==> src/rtl/bridge_pkg.sv <==
// bridge_pkg: shared types and constants for the req/ack <-> stream bridges.
//   hs_state_e   : receiver handshake FSM states (IDLE, ACKED, WAITLOW)
//   BRIDGE_WIDTH : default data word width used by both bridge directions
package bridge_pkg;
    localparam int BRIDGE_WIDTH = 8;
    typedef enum logic [1:0] {
        IDLE    = 2'b00,
        ACKED   = 2'b01,
        WAITLOW = 2'b10
    } hs_state_e;
endpackage

==> src/rtl/handshake_to_stream_if.sv <==
// handshake_to_stream_if: bundles the req/ack handshake side and the valid/ready stream side.
//   req, data_in        : from the 4-phase sender
//   ack                 : back to the sender
//   valid, data_out     : to the stream consumer
//   ready               : from the stream consumer
//   level               : buffered word count
//   modport slave  : the bridge itself
//   modport master : the surrounding logic (sender + consumer)
interface handshake_to_stream_if import bridge_pkg::*; #(
    parameter int WIDTH = BRIDGE_WIDTH,
    parameter int DEPTH = 4
) ();
    logic                     req;
    logic                     ack;
    logic [WIDTH-1:0]         data_in;
    logic                     valid;
    logic                     ready;
    logic [WIDTH-1:0]         data_out;
    logic [$clog2(DEPTH):0]   level;

    modport slave  (input req, data_in, ready, output ack, valid, data_out, level);
    modport master (output req, data_in, ready, input ack, valid, data_out, level);
endinterface

==> src/rtl/hs_rx_fifo.sv <==
// hs_rx_fifo: first-word-fall-through FIFO buffering captured handshake words.
//   clk, rst  : clock, asynchronous active-low reset
//   wr_en     : push data_in (ignored when full)
//   rd_en     : pop head word (ignored when empty)
//   data_out  : head word, 0 when empty
//   full      : level == DEPTH
//   empty     : level == 0
//   level     : occupancy, one bit wider than the pointers so it can reach DEPTH
module hs_rx_fifo #(
    parameter int WIDTH = 8,
    parameter int DEPTH = 4
) (
    input  logic                   clk,
    input  logic                   rst,
    input  logic                   wr_en,
    input  logic                   rd_en,
    input  logic [WIDTH-1:0]       data_in,
    output logic [WIDTH-1:0]       data_out,
    output logic                   full,
    output logic                   empty,
    output logic [$clog2(DEPTH):0] level
);
    localparam int AW = $clog2(DEPTH);

    logic [WIDTH-1:0] mem [DEPTH];
    logic [AW-1:0]    wr_ptr;
    logic [AW-1:0]    rd_ptr;
    logic             wr;
    logic             rd;

    assign full     = level == (AW+1)'(DEPTH);
    assign empty    = level == '0;
    assign wr       = wr_en && !full;
    assign rd       = rd_en && !empty;
    assign data_out = empty ? '0 : mem[rd_ptr];

    // Pointers wrap naturally because DEPTH is a power of two.
    always_ff @(posedge clk or negedge rst) begin
        if (!rst) begin
            wr_ptr <= '0;
            rd_ptr <= '0;
            level  <= '0;
        end else begin
            wr_ptr <= wr ? wr_ptr + AW'(1) : wr_ptr;
            rd_ptr <= rd ? rd_ptr + AW'(1) : rd_ptr;
            level  <= level + (AW+1)'(wr) - (AW+1)'(rd);
        end
    end

    always_ff @(posedge clk) begin
        if (wr) mem[wr_ptr] <= data_in;
    end
endmodule

==> src/rtl/handshake_to_stream.sv <==
// handshake_to_stream: receiver bridge from a 4-phase req/ack handshake to a valid/ready stream.
//   clk  : clock
//   rst  : asynchronous active-low reset
//   en   : when 0, no new handshake is started (an in-flight one still completes)
//   bus  : handshake_to_stream_if.slave (req/ack/data_in, valid/ready/data_out, level)
// Build option: define HS2S_REQ_SYNC_EN to pass req through a 2-flop synchronizer
// for senders in another clock domain (req-to-ack latency becomes 3 cycles).
module handshake_to_stream import bridge_pkg::*; #(
    parameter int WIDTH = BRIDGE_WIDTH,
    parameter int DEPTH = 4
) (
    input  logic                  clk,
    input  logic                  rst,
    input  logic                  en,
    handshake_to_stream_if.slave  bus
);
    logic      req_i;
    logic      full;
    logic      empty;
    logic      wr_en;
    hs_state_e state;
    hs_state_e state_nxt;

`ifdef HS2S_REQ_SYNC_EN
    logic [1:0] req_sync;

    always_ff @(posedge clk or negedge rst) begin
        if (!rst) req_sync <= '0;
        else      req_sync <= {req_sync[0], bus.req};
    end

    assign req_i = req_sync[1];
`else
    assign req_i = bus.req;
`endif

    always_ff @(posedge clk or negedge rst) begin
        if (!rst) state <= IDLE;
        else      state <= state_nxt;
    end

    // Capture happens only on the IDLE->ACKED edge, so a req held high after ack
    // cannot write twice; WAITLOW forces one ack-low cycle between words.
    always_comb begin
        state_nxt = state;
        wr_en     = 1'b0;
        case (state)
            IDLE: begin
                wr_en     = req_i && en && !full;
                state_nxt = wr_en ? ACKED : IDLE;
            end
            ACKED:   state_nxt = req_i ? ACKED : WAITLOW;
            WAITLOW: state_nxt = IDLE;
            default: state_nxt = IDLE;
        endcase
    end

    // ack is a decode of the state register, so it drops as soon as rst clears it.
    assign bus.ack   = state == ACKED;
    assign bus.valid = !empty;

    hs_rx_fifo #(
        .WIDTH (WIDTH),
        .DEPTH (DEPTH)
    ) u_fifo (
        .clk      (clk),
        .rst      (rst),
        .wr_en    (wr_en),
        .rd_en    (bus.ready),
        .data_in  (bus.data_in),
        .data_out (bus.data_out),
        .full     (full),
        .empty    (empty),
        .level    (bus.level)
    );
endmodule
==> src/flat_wrapper.sv <==
// flat-port wrapper written by rule: the top's interface ports become plain ports
module handshake_to_stream_flat import bridge_pkg::*;
#(
    parameter int WIDTH = BRIDGE_WIDTH,
    parameter int DEPTH = 4
)
  (clk, rst, en, bus_req, bus_data_in, bus_ready, bus_ack, bus_valid, bus_data_out, bus_level);
  handshake_to_stream_if #(.WIDTH(WIDTH), .DEPTH(DEPTH)) bus_i ();
  input  logic clk;
  input  logic rst;
  input  logic en;
  input wire logic [$bits(bus_i.req)-1:0] bus_req;
  input wire logic [$bits(bus_i.data_in)-1:0] bus_data_in;
  input wire logic [$bits(bus_i.ready)-1:0] bus_ready;
  output wire logic [$bits(bus_i.ack)-1:0] bus_ack;
  output wire logic [$bits(bus_i.valid)-1:0] bus_valid;
  output wire logic [$bits(bus_i.data_out)-1:0] bus_data_out;
  output wire logic [$bits(bus_i.level)-1:0] bus_level;
  assign bus_i.req = bus_req;
  assign bus_i.data_in = bus_data_in;
  assign bus_i.ready = bus_ready;
  assign bus_ack = bus_i.ack;
  assign bus_valid = bus_i.valid;
  assign bus_data_out = bus_i.data_out;
  assign bus_level = bus_i.level;
  handshake_to_stream #(.WIDTH(WIDTH), .DEPTH(DEPTH)) u_core (.clk(clk), .rst(rst), .en(en), .bus(bus_i));
endmodule
==> config.mk <==
export PLATFORM = sky130hd
export DESIGN_NAME = handshake_to_stream_flat
export DESIGN_NICKNAME = d
export VERILOG_FILES = /design/src/rtl/bridge_pkg.sv /design/src/rtl/handshake_to_stream_if.sv /design/src/rtl/hs_rx_fifo.sv /design/src/rtl/handshake_to_stream.sv /design/src/flat_wrapper.sv
export SDC_FILE = /design/constraint.sdc
export NUM_CORES = 1
export LEC_CHECK = 0
export BUFFER_PORTS_ARGS = -buffer_cell sky130_fd_sc_hd__buf_2
export CORE_MARGIN = 2
export CORE_UTILIZATION = 45
export CTS_CLUSTER_DIAMETER = 30
export DETAILED_ROUTE_END_ITERATION = 8
export HOLD_SLACK_MARGIN = 0.05
export MAX_ROUTING_LAYER = met4
export PLACE_DENSITY = 0.71
export SLEW_MARGIN = 20
export SYNTH_ARGS = -nofsm -noshare
export SYNTH_HDL_FRONTEND = slang
export SYNTH_SLANG_ARGS = --single-unit
==> constraint.sdc <==
create_clock -name clk -period 2.4 [get_ports clk]
set_clock_uncertainty 0.05 [all_clocks]
set_input_delay 0 -clock clk [delete_from_list [all_inputs] [get_ports clk]]
set_output_delay 0 -clock clk [all_outputs]
set_load 0.01 [all_outputs]
==> impl_results.md, run 1 <==
- Outcome: finished clean
- Final wirelength: 3.10 mm
- Detailed placer's ending HPWL: ~1.9 mm
- CTS tree: built
- Pleak: 0.865 nW
- Critical path arrival: about 2400 ps
- Clk root buf: clkbuf_8
- Layout Nets: 162
- GPL Wtd Cong: 0.723
- Die Wd: roughly 66 um
- Relative slew slack: 60.7%
- Mean Syn Cell Area: 18.6 um^2
- Crit path launch: u_core.u_fifo.level[2]
- VDD IR max: between 0.4 and 0.5 mV
- Worst path top cell family by delay: adder cells
- Largest net degree at the start of global routing: 13
- Unique masters post-synth: 21
- Max cap viols: 0
- Sequential Power Share: 41.5%
- FF-to-FF path depth: 9
- Pre-CTS setup slack: -17.3 ps
- Global-route wire length before repair: 4.63 mm
- Core ar.: ~0.0037 mm^2
- Final setup fails: 0
- Fmax: 432 MHz
- Share of layout cells above drive strength 1: between 40% and 50%
- Syn Inst Count: 92
- Setup WS post-layout: 85.4 ps
- Global route total overflow: 0
- Slowest stage delay, CP: 400 ps
- Ant diodes: 0
- Final ANT Viol Nets: 0
- I/O pin count: 26
- # fillers: 265
- Max clock buf depth: 2
- IO Port Bufs: 25
- Period utilization: 96.4%
- Max-slew violations: 0
- Hold Path Class: primary input to flop
- Area occupied by multi-input gates: 519 um^2
- CTS clk-pin slew, worst paths: 70 ps
- Starting Density: between 40% and 50%
- Crit Path Max Fanout: 2
- Syn Nets: 112
- Post-layout util: 60.5%
- Clock Power Share: a little over a fifth
- P_int: between 1.5 and 2 mW
- Remaining DRCs: 0
- Slew @ Worst Pin: 590 ps
- GRT Total Usage: between 10% and 20%
- Sequential area share after synthesis: 69.2%
- Vias/cell: 4.96
- Yosys warning total: 0
- CP max stage cell: dfrtp_1
- Fin. Hold Viols: 0
- Via count: 947
- Register area: about 0.0012 mm^2
- CTS Buf Count: 5
- Cell Area, Synth: 0.00171 mm^2
- Number of synthesized register bits: 41
- Pwr Total: approximately 2.5 mW
- TritonRoute pass-1 iters: 4
- Synth-to-layout area growth: 29.2%
- Critical-path cell list: buf_4 > or3_4 > and2_4 > ha_1 > inv_2 > ha_4 > fa_2 > xnor2_2 > xnor2_1
- Initial antenna violation count: 0
- H-tree depth: 2
- Vias in the first global route: 980
- CP required: 2530 ps
- Drt wl/cell: 16.2 um
- Die Ht: 65.7 um
- Sw Ratio: 30.2%
- Skew-Pair Late Insertion Delay: 290 ps
- Power density cells: 1120 mW/mm^2
- WP buf/inv: 2
- Setup CP Type: flop to flop
- Clock sinks: 41
- Hold Crit Start: en
- # rows: 22
- Initial DRC Count: 39
- Die area: 0.00432 mm^2
- Logic pwr share: a little under two fifths
- Startpoint types: flop
- Fin crit period: 2310 ps
- WP depth: 9
- CP Capture Type: flop
- Sw Pwr: between 0.7 and 0.8 mW
- Worst reg2reg path startpoint: u_core.u_fifo.level[2]
- Number of cells on the worst hold path: 5
==> synth_stat cells <==
master	count	area [um^2]
a2111oi_4	1	27.5
a21o_2	1	8.76
and2_1	9	56.3
and2_2	4	30.0
and2b_1	1	7.51
buf_2	2	10.0
clkbuf_1	1	3.75
dfrtp_1	9	225
edfxtp_1	32	961
fa_1	1	20.0
ha_1	6	75.1
inv_1	6	22.5
mux2_4	1	15.0
mux4_2	8	180
nand2_1	1	3.75
nand3_1	1	5.00
nor2_1	1	3.75
nor2b_1	1	6.26
or3_2	1	7.51
xnor2_1	4	35.0
xor2_1	1	8.76
==> sequential cells by signal, summed over array words and instances (netlist names) <==
signal and cells:
u_core.state 2, u_core.u_fifo.level 3, u_core.u_fifo.mem 32, u_core.u_fifo.rd_ptr 2, u_core.u_fifo.wr_ptr 2
==> worst register-to-register path, delay by kind of cell, from the launching register on <==
family / cells / cell delay (ps)
xor gates and xnor gates: 2 / 270
DFF: 1 / 400
and+or+nand+nor: 2 / 480
buffers and inverters: 2 / 170
adders and majority gates: 3 / 830
==> cells by family after synthesis <==
family | share of synthesized area, %
multiplexers | 11.4
adder cells (fa/ha/maj) | 5.55
flip-flops | 69.2
AO/OA/AOI/OAI | 2.12
XOR/XNOR | 2.56
AND/OR/NAND/NOR | 7.01
buffers and inverters | 2.12
==> final timing paths <==
check,endpoint,slack (ps)
worst min-delay path,u_core.u_fifo.wr_ptr[0],230
max in group asynchronous,u_core.u_fifo.rd_ptr[1],950
worst min register to register,u_core.u_fifo.wr_ptr[1],550
worst max-delay path,u_core.u_fifo.level[2],90
min in group asynchronous,u_core.state[1],600
worst max register to register,u_core.u_fifo.level[2],90
==> repair_timing <==
item | in CTS | in global routing
buffers inserted | 1 | 3
hold buffers | 13 | 0
gates resized for setup | 1 | 7
endpoints found under the setup margin | 1 | 1
endpoints found under the hold margin | 45 | 0
pin swaps | 1 | 6
==> area by class of cell <==
type | count | area share, %
clock buffer | 6 | 3.28
clock inverter | 2 | 1.53
inverter | 6 | 1.02
multi-input combinational | 42 | 23.5
sequential | 41 | 53.6
tap | 48 | 2.71
timing repair buffer | 46 | 14.4
==> stage by stage <==
stage / hold slack [ps] / std cells / cell area [um^2] / TNS, ps
final: 228 / 191 / 2210 / 0
after global routing: 271 / 191 / 2210 / -9.78
after CTS: 228 / 188 / 2160 / 0
after detailed placement: -179 / 166 / 1910 / -17.3
after global placement: -194 / 166 / 1910 / 0
after floorplan: -346 / 92 / 1710 / 0
==> power by group through the flow <==
stage | sequential (mW) | clock (mW) | combinational [mW]
after global routing | 1.04 | 0.559 | 1.01
final | 1.03 | 0.526 | 0.922
after CTS | 1.03 | 0.537 | 0.823
after detailed placement | 1.04 | 0 | 0.787
after global placement | 1.03 | 0 | 0.750
after floorplan | 0.973 | 0 | 0.566
==> metal layers <==
metal,global-route usage [%],vias to the layer above,share of wire [%]
met5,-,-,0
li1,-,433,-
met3,4.97,9,4.2
met2,25.5,26,52
met1,16.6,479,39
met4,14.3,0,4.5
==> cells in the final DEF, fill, tap and decap left out, types with 3 or more instances in the layout <==
cell type	count
and2_1	8
and2_2	4
buf_2	25
buf_4	7
clkbuf_8	5
dfrtp_1	9
dlygate4sd3_1	13
edfxtp_1	32
ha_1	5
inv_1	5
mux4_2	8
xnor2_1	3
No activity file was read; power rests on OpenSTA's default activity.
==> run 2, diff against run 1 <==
--- a/config.mk
+++ b/config.mk
@@ -7,12 +7,11 @@
 export LEC_CHECK = 0
 export BUFFER_PORTS_ARGS = -buffer_cell sky130_fd_sc_hd__buf_2
 export CORE_MARGIN = 2
-export CORE_UTILIZATION = 45
+export CORE_UTILIZATION = 50
 export CTS_CLUSTER_DIAMETER = 30
 export DETAILED_ROUTE_END_ITERATION = 8
-export HOLD_SLACK_MARGIN = 0.05
 export MAX_ROUTING_LAYER = met4
-export PLACE_DENSITY = 0.71
+export PLACE_DENSITY = 0.77
 export SLEW_MARGIN = 20
 export SYNTH_ARGS = -nofsm -noshare
 export SYNTH_HDL_FRONTEND = slang
==> run 2 against run 1 <==
Compared with the run above:
- critical endpoint unchanged
- design area shrank 3.4%
- maximum frequency is 1.8% higher
- total power down 6.9%
- global-route usage up 0.39 points
- sequential power is essentially flat
- hold slack lost 56 ps
- first-iteration DRC count shrank 62%
- cell count fell by 3.1%
- die area decreased by 9.4%
- clock power down 18%
==> impl_results.md, run 2 (synthesis gave the netlist of run 1 again) <==
- Outcome: finished clean
- H-tree depth: 2 (unchanged)
- Synth-to-layout area growth: 24.8%
- Die Wd: 62.5 um (-4.8%)
- Logic pwr share: 36.9% (-0.4 points)
- VDD IR max: 0.556 mV (+18%)
- Max clock buf depth: 2 (unchanged)
- CP required: 2590 ps (+60 ps)
- Setup CP Type: flop to flop
- Sw Pwr: 0.717 mW (-4.1%)
- Final ANT Viol Nets: 0 (unchanged)
- Slew @ Worst Pin: 612 ps (+21.7 ps)
- Die area: 0.00391 mm^2 (-9.4%)
- Fin. Hold Viols: 0 (unchanged)
- Sequential Power Share: 44.3% (+2.8 points)
- Largest Register: u_core.u_fifo.mem
- Global-route wire length before repair: 4.66 mm (+0.60%)
- # fillers: 241 (-9.1%)
- Relative slew slack: 59.2% (-1.4 points)
- GPL Wtd Cong: 0.777 (+7.4%)
- Commonest non-fill, non-tap cells in the layout: edfxtp_1 (32), buf_2 (25), dlygate4sd3_1 (12)
- Vias in the first global route: 967 (-1.3%)
- Number of cells on the worst hold path: 5 (unchanged)
- Skew-Pair Late Insertion Delay: 350 ps (+60 ps)
- Ant diodes: 0 (unchanged)
- Via count: 889 (-6.1%)
- IO Port Bufs: 25 (unchanged)
- Buffers inserted during post-CTS setup optimization: 0 (-1)
- Max-slew violations: 0 (unchanged)
- CTS Buf Count: 5 (unchanged)
- Largest register FFs: 32 (unchanged)
- CTS tree: built
- Final setup fails: 0 (unchanged)
- Worst r2r dst: u_core.u_fifo.level[2]
- Hold slack final: 171 ps (-56.4 ps)
- Period utilization: 94.8% (-1.7 points)
- Top Registers: u_core.u_fifo.mem x32, u_core.u_fifo.level x3
- Crit Path Max Fanout: 3 (+1)
- Post-layout util: 64.6% (+4.1 points)
- Initial DRC Count: 15 (-62%)
- Worst reg2reg path startpoint: u_core.u_fifo.level[2]
- TritonRoute pass-1 iters: 4 (unchanged)
- Sw Ratio: 31.1% (+0.91 points)
- P_int: 1.59 mW (-8.2%)
- Largest net degree at the start of global routing: 14 (+1)
- Unrepaired setup endpoints after global routing: false
- Core ar.: 0.00331 mm^2 (-9.6%)
- Pre-CTS setup slack: -5.59 ps (+11.7 ps)
- Startpoint types: flop
- Hold Crit Start: en
- CTS clk-pin slew, worst paths: 110 ps (+40 ps)
- Fin crit period: 2270 ps (-39.9 ps)
- Flop2flop setup slack: 130 ps (+40 ps)
- Layout Nets: 158 (-2.5%)
- Hold Path Class: primary input to flop
- CP Capture Type: flop
- Share of layout cells above drive strength 1: 41.0% (-0.95 points)
- Remaining DRCs: 0 (unchanged)
- I/O pin count: 26 (unchanged)
- Detailed placer's ending HPWL: 1.88 mm (-0.67%)
- Pleak: 0.831 nW (-3.9%)
- Clk root buf: clkbuf_4
- Initial antenna violation count: 0 (unchanged)
- Max cap viols: 0 (unchanged)
- Drt wl/cell: 15.2 um (-6.1%)
- Hold EP: u_core.u_fifo.wr_ptr[0]
- Setup WS post-layout: 125 ps (+39.9 ps)
- Die Ht: 62.5 um (-4.8%)
- Starting Density: 51.7% (+5.0 points)
- Clock sinks: 41 (unchanged)
- Vias/cell: 4.81 (-3.1%)
- Commonest non-fill, non-tap cell in the layout: edfxtp_1
- FF-to-FF path depth: 9 (unchanged)
- Pwr Total: 2.30 mW (-6.9%)
- Global route total overflow: 0 (unchanged)
- Clock Power Share: 18.8% (-2.5 points)
- Critical path arrival: 2460 ps (+20 ps)
- Fmax: 440 MHz (+1.8%)
- GRT Total Usage: 16.8% (+0.39 points)
- Power density cells: 1080 mW/mm^2 (-3.6%)
- Final wirelength: 2.82 mm (-9.1%)
- # rows: 21 (-4.5%)
==> run 2: cell type report <==
cell class                 instances  area, um^2  area share, %
tap                               46        57.6           2.69
clock buffer                       5        37.5           1.76
multi-input combinational         42         509           23.8
timing repair buffer              42         283           13.2
sequential                        41        1190           55.5
inverter                           6        22.5           1.05
clock inverter                     3        41.3           1.93
==> run 2: routing by layer <==
layer	vias to the layer above	wire length [um]	GRT usage, %
li1	428	-	-
met1	436	1210	19.9
met2	23	1450	26.5
met3	2	139	6.31
met4	0	21	5.83
met5	-	0	-
==> run 2: how the worst max path moves through the flow <==
| stage | from | endpoint | slack (ps) | depth (start not counted) |
|---|---|---|---|---|
| 2_1_floorplan | u_core.u_fifo.level[0] | u_core.u_fifo.level[2] | 30 | 9 |
| 3_3_place_gp | u_core.u_fifo.level[0] | u_core.u_fifo.level[2] | 100 | 8 |
| 3_5_place_dp | u_core.u_fifo.level[0] | u_core.u_fifo.level[2] | -6 | 8 |
| 4_1_cts | u_core.u_fifo.level[0] | u_core.u_fifo.level[2] | 20 | 8 |
| 5_1_grt | u_core.u_fifo.level[2] | u_core.u_fifo.level[2] | 0.7 | 9 |
| 6_report | u_core.u_fifo.level[2] | u_core.u_fifo.level[2] | 130 | 9 |
==> run 2: timing repair <==
action	4_1_cts	5_1_grt
hold buffers	12	0
gates cloned	0	0
resized for setup	4	1
endpoints found under the setup margin	1	1
hold endpoints to repair	45	0
pin swaps	3	4
==> run 2: power by group through the flow <==
stage               sequential (mW)  clock (mW)  combinational (mW)
finish                         1.02       0.433               0.849
global route                   1.04       0.466               0.933
CTS                            1.02       0.444               0.859
detailed placement             1.04           0               0.809
global placement               1.02           0               0.765
floorplan                     0.973           0               0.566
==> run 2: worst max-delay path, cell delays in order, from the launching register on <==
cell       delay [ps]
dfrtp_1           400
buf_4             160
a2111oi_4         370
inv_1              80
ha_1              280
inv_1              40
ha_2              170
fa_2              360
xnor2_2           140
xnor2_1           130
==> run 2: stage by stage <==
step	setup TNS, ps	area (um^2)	std cells
2_1_floorplan	0	1710	92
3_3_place_gp	0	1920	165
3_5_place_dp	-5.59	1920	165
4_1_cts	0	2130	185
5_1_grt	0	2140	185
6_report	0	2140	185
